**src/rtl/readout_rx_bin_accumulator_multi_pkg.sv**
```systemverilog
// readout_rx_bin_accumulator_multi_pkg: shared FSM states and midpoint helper for the bin accumulator.
package readout_rx_bin_accumulator_multi_pkg;
   typedef enum logic [1:0] {IDLE = 2'd0, COUNT = 2'd1, DONE = 2'd2} state_t;
   function automatic logic [63:0] midpoint(input int w);
      return 64'd1 << (w - 1);
   endfunction
endpackage

```
**src/rtl/readout_rx_bin_accumulator_multi_if.sv**
```systemverilog
// readout_rx_bin_accumulator_multi_if: sample/window handshake and result bus of the bin accumulator.
interface readout_rx_bin_accumulator_multi_if #(
   parameter int NUM_CHANNEL = 4,
   parameter int BIN_COUNTER_WIDTH = 16,
   parameter int WINDOW_LEN_WIDTH = 16
);
   logic start_count;
   logic [WINDOW_LEN_WIDTH-1:0] window_len;
   logic valid_in;
   logic [NUM_CHANNEL-1:0] count_condition;
   logic [NUM_CHANNEL*BIN_COUNTER_WIDTH-1:0] bin_count_out;
   logic [NUM_CHANNEL-1:0] state_out;
   logic done_out;
   logic busy_out;
   modport master (
      output start_count, window_len, valid_in, count_condition,
      input bin_count_out, state_out, done_out, busy_out
   );
   modport slave (
      input start_count, window_len, valid_in, count_condition,
      output bin_count_out, state_out, done_out, busy_out
   );
endinterface

```
**src/rtl/readout_rx_sat_updown_counter.sv**
```systemverilog
// readout_rx_sat_updown_counter: loadable up/down counter that saturates at zero and all-ones.
module readout_rx_sat_updown_counter #(
   parameter int WIDTH = 16
) (
   input logic clk,
   input logic rst,
   input logic load,
   input logic [WIDTH-1:0] load_value,
   input logic en,
   input logic up,
   output logic [WIDTH-1:0] count_out
);
   logic at_limit;
   assign at_limit = up ? &count_out : ~|count_out;
   always_ff @(posedge clk) begin
      if (rst) count_out <= '0;
      else if (load) count_out <= load_value;
      else if (en && !at_limit) count_out <= up ? count_out + WIDTH'(1) : count_out - WIDTH'(1);
   end
endmodule

```
**src/rtl/readout_rx_bin_accumulator_multi.sv**
```systemverilog
// readout_rx_bin_accumulator_multi: per-channel saturating bin counters over a window of valid samples,
// with a done pulse and latched MSB decisions at window end.
module readout_rx_bin_accumulator_multi
   import readout_rx_bin_accumulator_multi_pkg::*;
#(
   parameter int NUM_CHANNEL = 4,
   parameter int BIN_COUNTER_WIDTH = 16,
   parameter int WINDOW_LEN_WIDTH = 16
) (
   input logic clk,
   input logic rst,
   readout_rx_bin_accumulator_multi_if.slave bus
);
   localparam int W = BIN_COUNTER_WIDTH;
   localparam logic [W-1:0] MID = W'(midpoint(W));
   state_t state;
   logic [WINDOW_LEN_WIDTH-1:0] remaining;
   logic [NUM_CHANNEL-1:0] msb_next, state_q;
   logic [NUM_CHANNEL*W-1:0] counts;
   logic count_en, last, done_q, busy_q;
   assign count_en = state == COUNT && bus.valid_in;
   assign last = count_en && remaining == WINDOW_LEN_WIDTH'(1);
   for (genvar i = 0; i < NUM_CHANNEL; i++) begin : g_ch
      logic [W-1:0] c;
      readout_rx_sat_updown_counter #(.WIDTH(W)) u_cnt (
         .clk(clk),
         .rst(rst),
         .load(bus.start_count),
         .load_value(MID),
         .en(count_en),
         .up(bus.count_condition[i]),
         .count_out(c)
      );
      assign counts[i*W +: W] = c;
      // MSB after this cycle's saturating step, so the decision lands with done_out
      assign msb_next[i] = bus.count_condition[i] ? c[W-1] | (&c[W-2:0]) : c[W-1] & (|c[W-2:0]);
   end
   always_ff @(posedge clk) begin
      if (rst) begin
         state <= IDLE;
         remaining <= '0;
         state_q <= '0;
         done_q <= 1'b0;
         busy_q <= 1'b0;
      end else if (bus.start_count) begin
         remaining <= bus.window_len;
         state <= bus.window_len == '0 ? DONE : COUNT;
         busy_q <= bus.window_len != '0;
         done_q <= bus.window_len == '0;
         if (bus.window_len == '0) state_q <= {NUM_CHANNEL{MID[W-1]}};
      end else begin
         done_q <= last;
         busy_q <= state == COUNT && !last;
         if (count_en) remaining <= remaining - WINDOW_LEN_WIDTH'(1);
         if (last) state_q <= msb_next;
         state <= last ? DONE : state == COUNT ? COUNT : IDLE;
      end
   end
   assign bus.bin_count_out = counts;
   assign bus.state_out = state_q;
   assign bus.done_out = done_q;
   assign bus.busy_out = busy_q;
endmodule

```
**src/flat_wrapper.sv**
```systemverilog
// flat-port wrapper written by rule: the top's interface ports become plain ports
module readout_rx_bin_accumulator_multi_flat import readout_rx_bin_accumulator_multi_pkg::*;
#(
   parameter int NUM_CHANNEL = 4,
   parameter int BIN_COUNTER_WIDTH = 16,
   parameter int WINDOW_LEN_WIDTH = 16
)
  (clk, rst, bus_start_count, bus_window_len, bus_valid_in, bus_count_condition, bus_bin_count_out, bus_state_out, bus_done_out, bus_busy_out);
  readout_rx_bin_accumulator_multi_if #(.NUM_CHANNEL(NUM_CHANNEL), .BIN_COUNTER_WIDTH(BIN_COUNTER_WIDTH), .WINDOW_LEN_WIDTH(WINDOW_LEN_WIDTH)) bus_i ();
  input logic clk;
  input logic rst;
  input wire logic [$bits(bus_i.start_count)-1:0] bus_start_count;
  input wire logic [$bits(bus_i.window_len)-1:0] bus_window_len;
  input wire logic [$bits(bus_i.valid_in)-1:0] bus_valid_in;
  input wire logic [$bits(bus_i.count_condition)-1:0] bus_count_condition;
  output wire logic [$bits(bus_i.bin_count_out)-1:0] bus_bin_count_out;
  output wire logic [$bits(bus_i.state_out)-1:0] bus_state_out;
  output wire logic [$bits(bus_i.done_out)-1:0] bus_done_out;
  output wire logic [$bits(bus_i.busy_out)-1:0] bus_busy_out;
  assign bus_i.start_count = bus_start_count;
  assign bus_i.window_len = bus_window_len;
  assign bus_i.valid_in = bus_valid_in;
  assign bus_i.count_condition = bus_count_condition;
  assign bus_bin_count_out = bus_i.bin_count_out;
  assign bus_state_out = bus_i.state_out;
  assign bus_done_out = bus_i.done_out;
  assign bus_busy_out = bus_i.busy_out;
  readout_rx_bin_accumulator_multi #(.NUM_CHANNEL(NUM_CHANNEL), .BIN_COUNTER_WIDTH(BIN_COUNTER_WIDTH), .WINDOW_LEN_WIDTH(WINDOW_LEN_WIDTH)) u_core (.clk(clk), .rst(rst), .bus(bus_i));
endmodule
```
**config.mk**
```make
export PLATFORM = sky130hd
export DESIGN_NAME = readout_rx_bin_accumulator_multi_flat
export DESIGN_NICKNAME = d
export VERILOG_FILES = /design/src/rtl/readout_rx_bin_accumulator_multi_pkg.sv /design/src/rtl/readout_rx_bin_accumulator_multi_if.sv /design/src/rtl/readout_rx_sat_updown_counter.sv /design/src/rtl/readout_rx_bin_accumulator_multi.sv /design/src/flat_wrapper.sv
export SDC_FILE = /design/constraint.sdc
export NUM_CORES = 1
export LEC_CHECK = 0
export BUFFER_PORTS_ARGS = -buffer_cell sky130_fd_sc_hd__buf_2
export CAP_MARGIN = 0
export CORE_MARGIN = 8
export CORE_UTILIZATION = 55
export DETAILED_ROUTE_END_ITERATION = 8
export PLACE_DENSITY = 0.73
export SLEW_MARGIN = 15
export SYNTH_ARGS = -nofsm -noshare
export SYNTH_HDL_FRONTEND = slang
export SYNTH_SLANG_ARGS = --single-unit
```
**constraint.sdc**
```tcl
create_clock -name clk -period 3.7 [get_ports clk]
set_input_delay 0.74 -clock clk [delete_from_list [all_inputs] [get_ports clk]]
set_output_delay 0.74 -clock clk [all_outputs]
set_load 0.05 [all_outputs]
```
==> metrics, run 1 <==
status=complete, no violations; Slew HR=0.4657; # IOs=94; global-route usage over all layers=0.2195; Setup Viol. Count Final=0; area of the core=roughly 11000 µm²; reg2reg start=u_core.g_ch[1].u_cnt.count_out[0]; Post-Route WL=16.75 mm; maximum vdd drop=~0.35 mV; post-CTS setup repair buffer count=0; fillcell total=994; Sw Pwr=0.7044 mW; Clock Pin Slew Worst Setup and Hold Paths=0.06 ns; DR iter-0 viols=424; mapped cell area=around 6400 µm²; TritonCTS clock tree=built; Final Max Slew Viols=0; crit path from=bus_count_condition[1]; pwr dens=330.8 nW/µm²; ant diodes=0; Synthesized Nets=~890; FF-to-FF path depth=7; H-Tree Depth=3; vias per inst=6.018; sw frac=0.2885; Wirelength per Cell=between 15 and 20 µm; leak pwr=3.261 nW; layout cells sized above 1=0.1491; pin count of the biggest net entering global routing=35; Placed Cells=between 1k and 1.5k; worst hold-check path type=reg2reg; Layout area overhead=14.88%; maximum clock rate=321.3 MHz; Syn. warnings=0; NumNets Final=973; FF+latch count, synth=86; unrepaired setup endpoints after global routing=false; Critical Path AT=roughly 3.3 ns; kind of critical path=in2reg; Combinational Power Share=0.189; first-pass GRT wire length=27.65 mm; Worst Max-Slew Pin Slew=0.7941 ns; Pre-antenna DRT Iters=5; element type at the critical path end=flop; final cell count without fillers=1035; Routed Antenna Nets=0; vias=6229; sequential fraction of the synthesis area=0.2680; flop-to-flop setup slack=between 0.9 and 1 ns; setup slack after layout=0.5876 ns; CTS root buffer=clkbuf_16; Port Buffers=between 90 and 100; Post-synth EDFFs=0; post-CTS resize count=0; max cap viols=0; DRC viols=0; Critical Path Start Type=primary input; power share of the sequential group=0.406; share of total power in the clock network=0.404; GPL Wtd Cong=0.9331; hpwl dp=12.54 mm; clk sinks=86; Tcrit/Tclk final=0.8412; Hold Vio Cnt, Final=0; CTS Buf Count=9; Critical Path RT=3.91 ns; Die Area=15400 µm²; Int Pwr=1.737 mW; worst skew pair latency=0.35 ns; Netlist cell types=64; row count=39; Setup crit end=u_core.g_ch[1].u_cnt.count_out[14]; vias in the first global route=5854; CTS Buffer Depth=2; Avg Cell Area, Syn=8.041 µm²; initial antenna violation count=0; Final min period=3.112 ns; worst r2r dst=u_core.g_ch[1].u_cnt.count_out[14]; Die Y=124.1 µm; top_reg_cell synth=dfxtp_1; Crit Path Max Fanout=15; Setup Slack @ Placement=0.2997 ns; Starting Density=0.5627; total grt overflow=0; Setup TNS Final=0 ns; Clock Skew=~0.008 ns; die width=124.1 µm; hold buffer count at cts=0; asr flop ratio synth=0; cell count after synthesis=about 800
## cells by family after synthesis
| family | share of synthesized area |
|---|---|
| simple gates | 0.2391 |
| compound gates | 0.2066 |
| xor+xnor | 0.07361 |
| buf+inv | 0.03408 |
| mux | 0.05316 |
| fa+ha+maj | 0.1254 |
| flops | 0.2680 |
## layer usage
metal  up-vias  routed length (µm)  global-route usage  share of wire
met2       171                7506              0.3507           0.45
met4         0                 359             0.07658          0.021
met5         -                   0                   0              0
met3        29                1109             0.05485          0.066
met1      2879                7778              0.2821           0.46
li1       3150                   -                   -              -
## cell type report
type	instances	area, µm²	area share
clock inverters	3	67.56	0.009154
repair buffers	105	555.5	0.07527
flip-flops and latches	86	1722	0.2333
well taps	143	178.9	0.02424
multi-input cells	657	4502	0.6099
clock buffers	13	250.2	0.03390
inverters	28	105.1	0.01424
## power groups by stage
stage	combinational, mW	sequential, mW	clock, mW
floorplan	0.296	1.06	0
global placement	0.447	1.01	0
detailed placement	0.458	1.01	0
CTS	0.460	0.992	1.01
global route	0.510	0.997	1.04
finish	0.462	0.993	0.988
## cells in the mapped netlist (all sizes together), types with 5 or more instances
library cell  instances  area (µm²)
or3                   7       43.79
nor2b                 6       37.54
o21a                 15       112.6
xor2                 18       157.7
o211ai                6       45.04
nor4                 30       202.7
o21bai               10       75.07
ha                   58       725.7
and3                  8       51.30
nor3                 19       100.1
dfxtp                86        1722
nand2                58       217.7
a221oi                6       52.55
a211oi               17       127.6
inv                  28       105.1
nor2                104       397.9
mux2i                33       330.3
a21o                 13       97.59
a31oi                13       81.33
a21oi                56       284.0
xnor2                36       315.3
o21ai                31       155.1
o31ai                 8       60.06
nand4                25       156.4
o22ai                 5       31.28
nand3                16       80.08
clkbuf               25       93.84
## layout by cell type (no fill, tap or decap), types with 16 or more instances in the layout
cell type  count
inv_1         28
nor3_1        18
nand4_1       25
nor4_1        29
mux2i_1       33
nand3_1       16
xnor2_1       36
xor2_1        18
nand2_1       58
o21ai_0       29
ha_1          58
a21oi_1       55
buf_2         93
nor2_1       103
dfxtp_1       86
## critical path, stage by stage
cell and delay, ns:
buf_2 0.12, inv_1 0.40, ha_1 0.38, a21oi_1 0.17
o21ai_0 0.13, a2111oi_0 0.64, o22ai_1 0.19, o41ai_1 0.37
o221ai_1 0.18
## per-stage QoR
step                hold WS [ns]  instance area (µm²)  total power [mW]    util
floorplan                 0.5463                 6425             1.356       -
global placement          0.4539                 7063             1.458  0.6186
detailed placement        0.4674                 7063             1.470  0.6186
CTS                       0.4761                 7381             2.459  0.6464
global route              0.5067                 7381             2.549  0.6464
finish                    0.4797                 7381             2.442  0.6464
## how the worst min path moves through the flow
stage,from,end,cells after the start
6_report,u_core.bus.state_out[3],u_core.bus.state_out[3],2
5_1_grt,u_core.bus.state_out[3],u_core.bus.state_out[3],2
4_1_cts,u_core.bus.state_out[3],u_core.bus.state_out[3],2
3_5_place_dp,u_core.bus.state_out[3],u_core.bus.state_out[3],2
3_3_place_gp,u_core.bus.state_out[3],u_core.bus.state_out[3],2
2_1_floorplan,u_core.remaining[15],u_core.remaining[15],3
## sequential cells by signal (all words and copies together) (netlist names)
signal                       cells
u_core.state                     1
u_core.bus.state_out             4
u_core.g_ch.u_cnt.count_out     64
u_core.remaining                16
u_core.bus.done_out              1
(Power assumes the default switching activity.)
==> run 2, diff against run 1 <==
==> constraint.sdc (replaced) <==
create_clock -name clk -period 3.18 [get_ports clk]
set_input_delay 0.636 -clock clk [delete_from_list [all_inputs] [get_ports clk]]
set_output_delay 0.636 -clock clk [all_outputs]
set_load 0.05 [all_outputs]
==> run 2 against run 1 <==
  * Clock-buffer cell count up 1
  * Clock power rose by 6%
  * Sequential power grew 17%
  * Combinational power is 19% higher
  * Critical endpoint is now u_core.g_ch[2].u_cnt.count_out[15]
  * Worst hold slack better by 0.0099 ns
==> metrics, run 2 (same netlist as run 1, synthesis figures left out) <==
largest reg by FF count=u_core.g_ch.u_cnt.count_out; flop-to-flop setup slack=0.41 ns; first-pass GRT wire length=28.46 mm; power share of the sequential group=0.420; Critical Path Start Type=primary input; CTS root buffer=clkbuf_16; placed cell area=7156 µm²; post-CTS resize count=0; Starting Density=0.5627; CTS Buf Count=9; leak pwr=3.301 nW; max cap viols=0; maximum clock rate=333.5 MHz; # IOs=between 90 and 100; post-route cell area=7442 µm²; clk sinks=86; layout cells sized above 1=0.1556; most frequent cells in the layout=nor2_1, buf_2, dfxtp_1, nand2_1, ha_1; Sw Pwr=0.8066 mW; Layout area overhead=15.83%; Die Area=15400 µm²; met3 GRT Util=0.04306; Final Max Slew Viols=0; share of total power in the clock network=0.381; Int Pwr=1.947 mW; worst skew pair latency=0.34 ns; Slew HR=0.4055; most common cell after layout, fill and taps aside=nor2_1; GPL Wtd Cong=between 0.8 and 0.9; total grt overflow=0; global-route usage over all layers=0.2257; initial antenna violation count=1; Wirelength per Cell=16.38 µm; unrepaired setup endpoints after global routing=false; Pre-antenna DRT Iters=5; area of the core=11420 µm²; row count=39; H-Tree Depth=3; CTS Buffer Depth=2; kind of critical path=in2reg; Clock Skew=0.006930 ns; Hold Vio Cnt, Final=0; maximum vdd drop=0.3304 mV; max reg flops=64; GRT busiest layer=met2; vias=6301; NumNets Final=982; status=complete, no violations; Combinational Power Share=0.200; die width=124.1 µm; Final min period=about 3 ns; Tcrit/Tclk final=0.9428; post-CTS setup repair buffer count=0; hpwl dp=12.95 mm; Worst Max-Slew Pin Slew=0.8878 ns; Post-Route WL=17.10 mm; Routed Antenna Nets=0; sw frac=0.2929; pwr dens=370.0 nW/µm²; Crit Path Max Fanout=7; Port Buffers=between 90 and 100; vias in the first global route=6150; grt met1 use=0.2911; Die Y=124.1 µm; worst hold-check path type=reg2reg; vias per inst=6.035; element type at the critical path end=flop; DRC viols=0; Setup Viol. Count Final=0; overall power=2.754 mW; TritonCTS clock tree=built; grt met2 use=0.3628; Critical Path RT=3.39 ns; hold buffer count at cts=0; Clock Pin Slew Worst Setup and Hold Paths=0.06 ns; DR iter-0 viols=365; Critical Path AT=3.21 ns; pin count of the biggest net entering global routing=35
==> run 2: routing by layer <==
metal | routed length [µm] | vias to the layer above
met5 | 0 | -
met3 | 899 | 27
met1 | 8027 | 2946
met4 | 308 | 0
met2 | 7867 | 157
li1 | - | 3171
==> run 2: worst paths after layout <==
kind	depth (start not counted)	startpoint	end
worst max-delay path	10	bus_count_condition[2]	u_core.g_ch[2].u_cnt.count_out[15]
worst max register to register	8	u_core.g_ch[2].u_cnt.count_out[6]	u_core.g_ch[2].u_cnt.count_out[15]
worst min register to register	2	u_core.bus.state_out[3]	u_core.bus.state_out[3]
worst min-delay path	2	u_core.bus.state_out[3]	u_core.bus.state_out[3]
==> run 2: worst max-delay path: stages <==
cell       delay, ns
buf_2           0.14
inv_1           0.20
ha_1            0.34
a2111oi_0       0.45
o21ai_0         0.26
a221o_1         0.39
a211oi_1        0.36
a21oi_1         0.14
xnor2_1         0.19
o22ai_1         0.10
==> run 2: cell type report <==
| type | count | area, µm² |
|---|---|---|
| sequential | 86 | 1722 |
| clock buffer | 14 | 254.0 |
| antenna | 1 | 2.502 |
| timing repair buffer | 114 | 648.1 |
| fill | 1013 | 3976 |
| tap | 143 | 178.9 |
| inverter | 28 | 105.1 |
| clock inverter | 1 | 30.03 |
| multi-input combinational | 657 | 4502 |
==> run 2: power groups by stage <==
stage,sequential [mW],clock [mW],combinational [mW]
2_1_floorplan,1.23,0,0.345
3_3_place_gp,1.18,0,0.529
3_5_place_dp,1.18,0,0.545
4_1_cts,1.15,1.07,0.549
5_1_grt,1.16,1.11,0.608
6_report,1.16,1.05,0.550
==> run 2: metrics by stage <==
stage	instances	setup WS, ns	setup TNS [ns]	hold WS (ns)	util
CTS	1043	0.2644	0	0.4863	0.6515
floorplan	799	0.3152	0	0.5463	-
global placement	1028	0.1251	0	0.4547	0.6267
global route	1044	0.03952	0	0.5047	0.6518
detailed placement	1028	-0.09041	-0.09041	0.4778	0.6267
finish	1044	0.1818	0	0.4896	0.6518
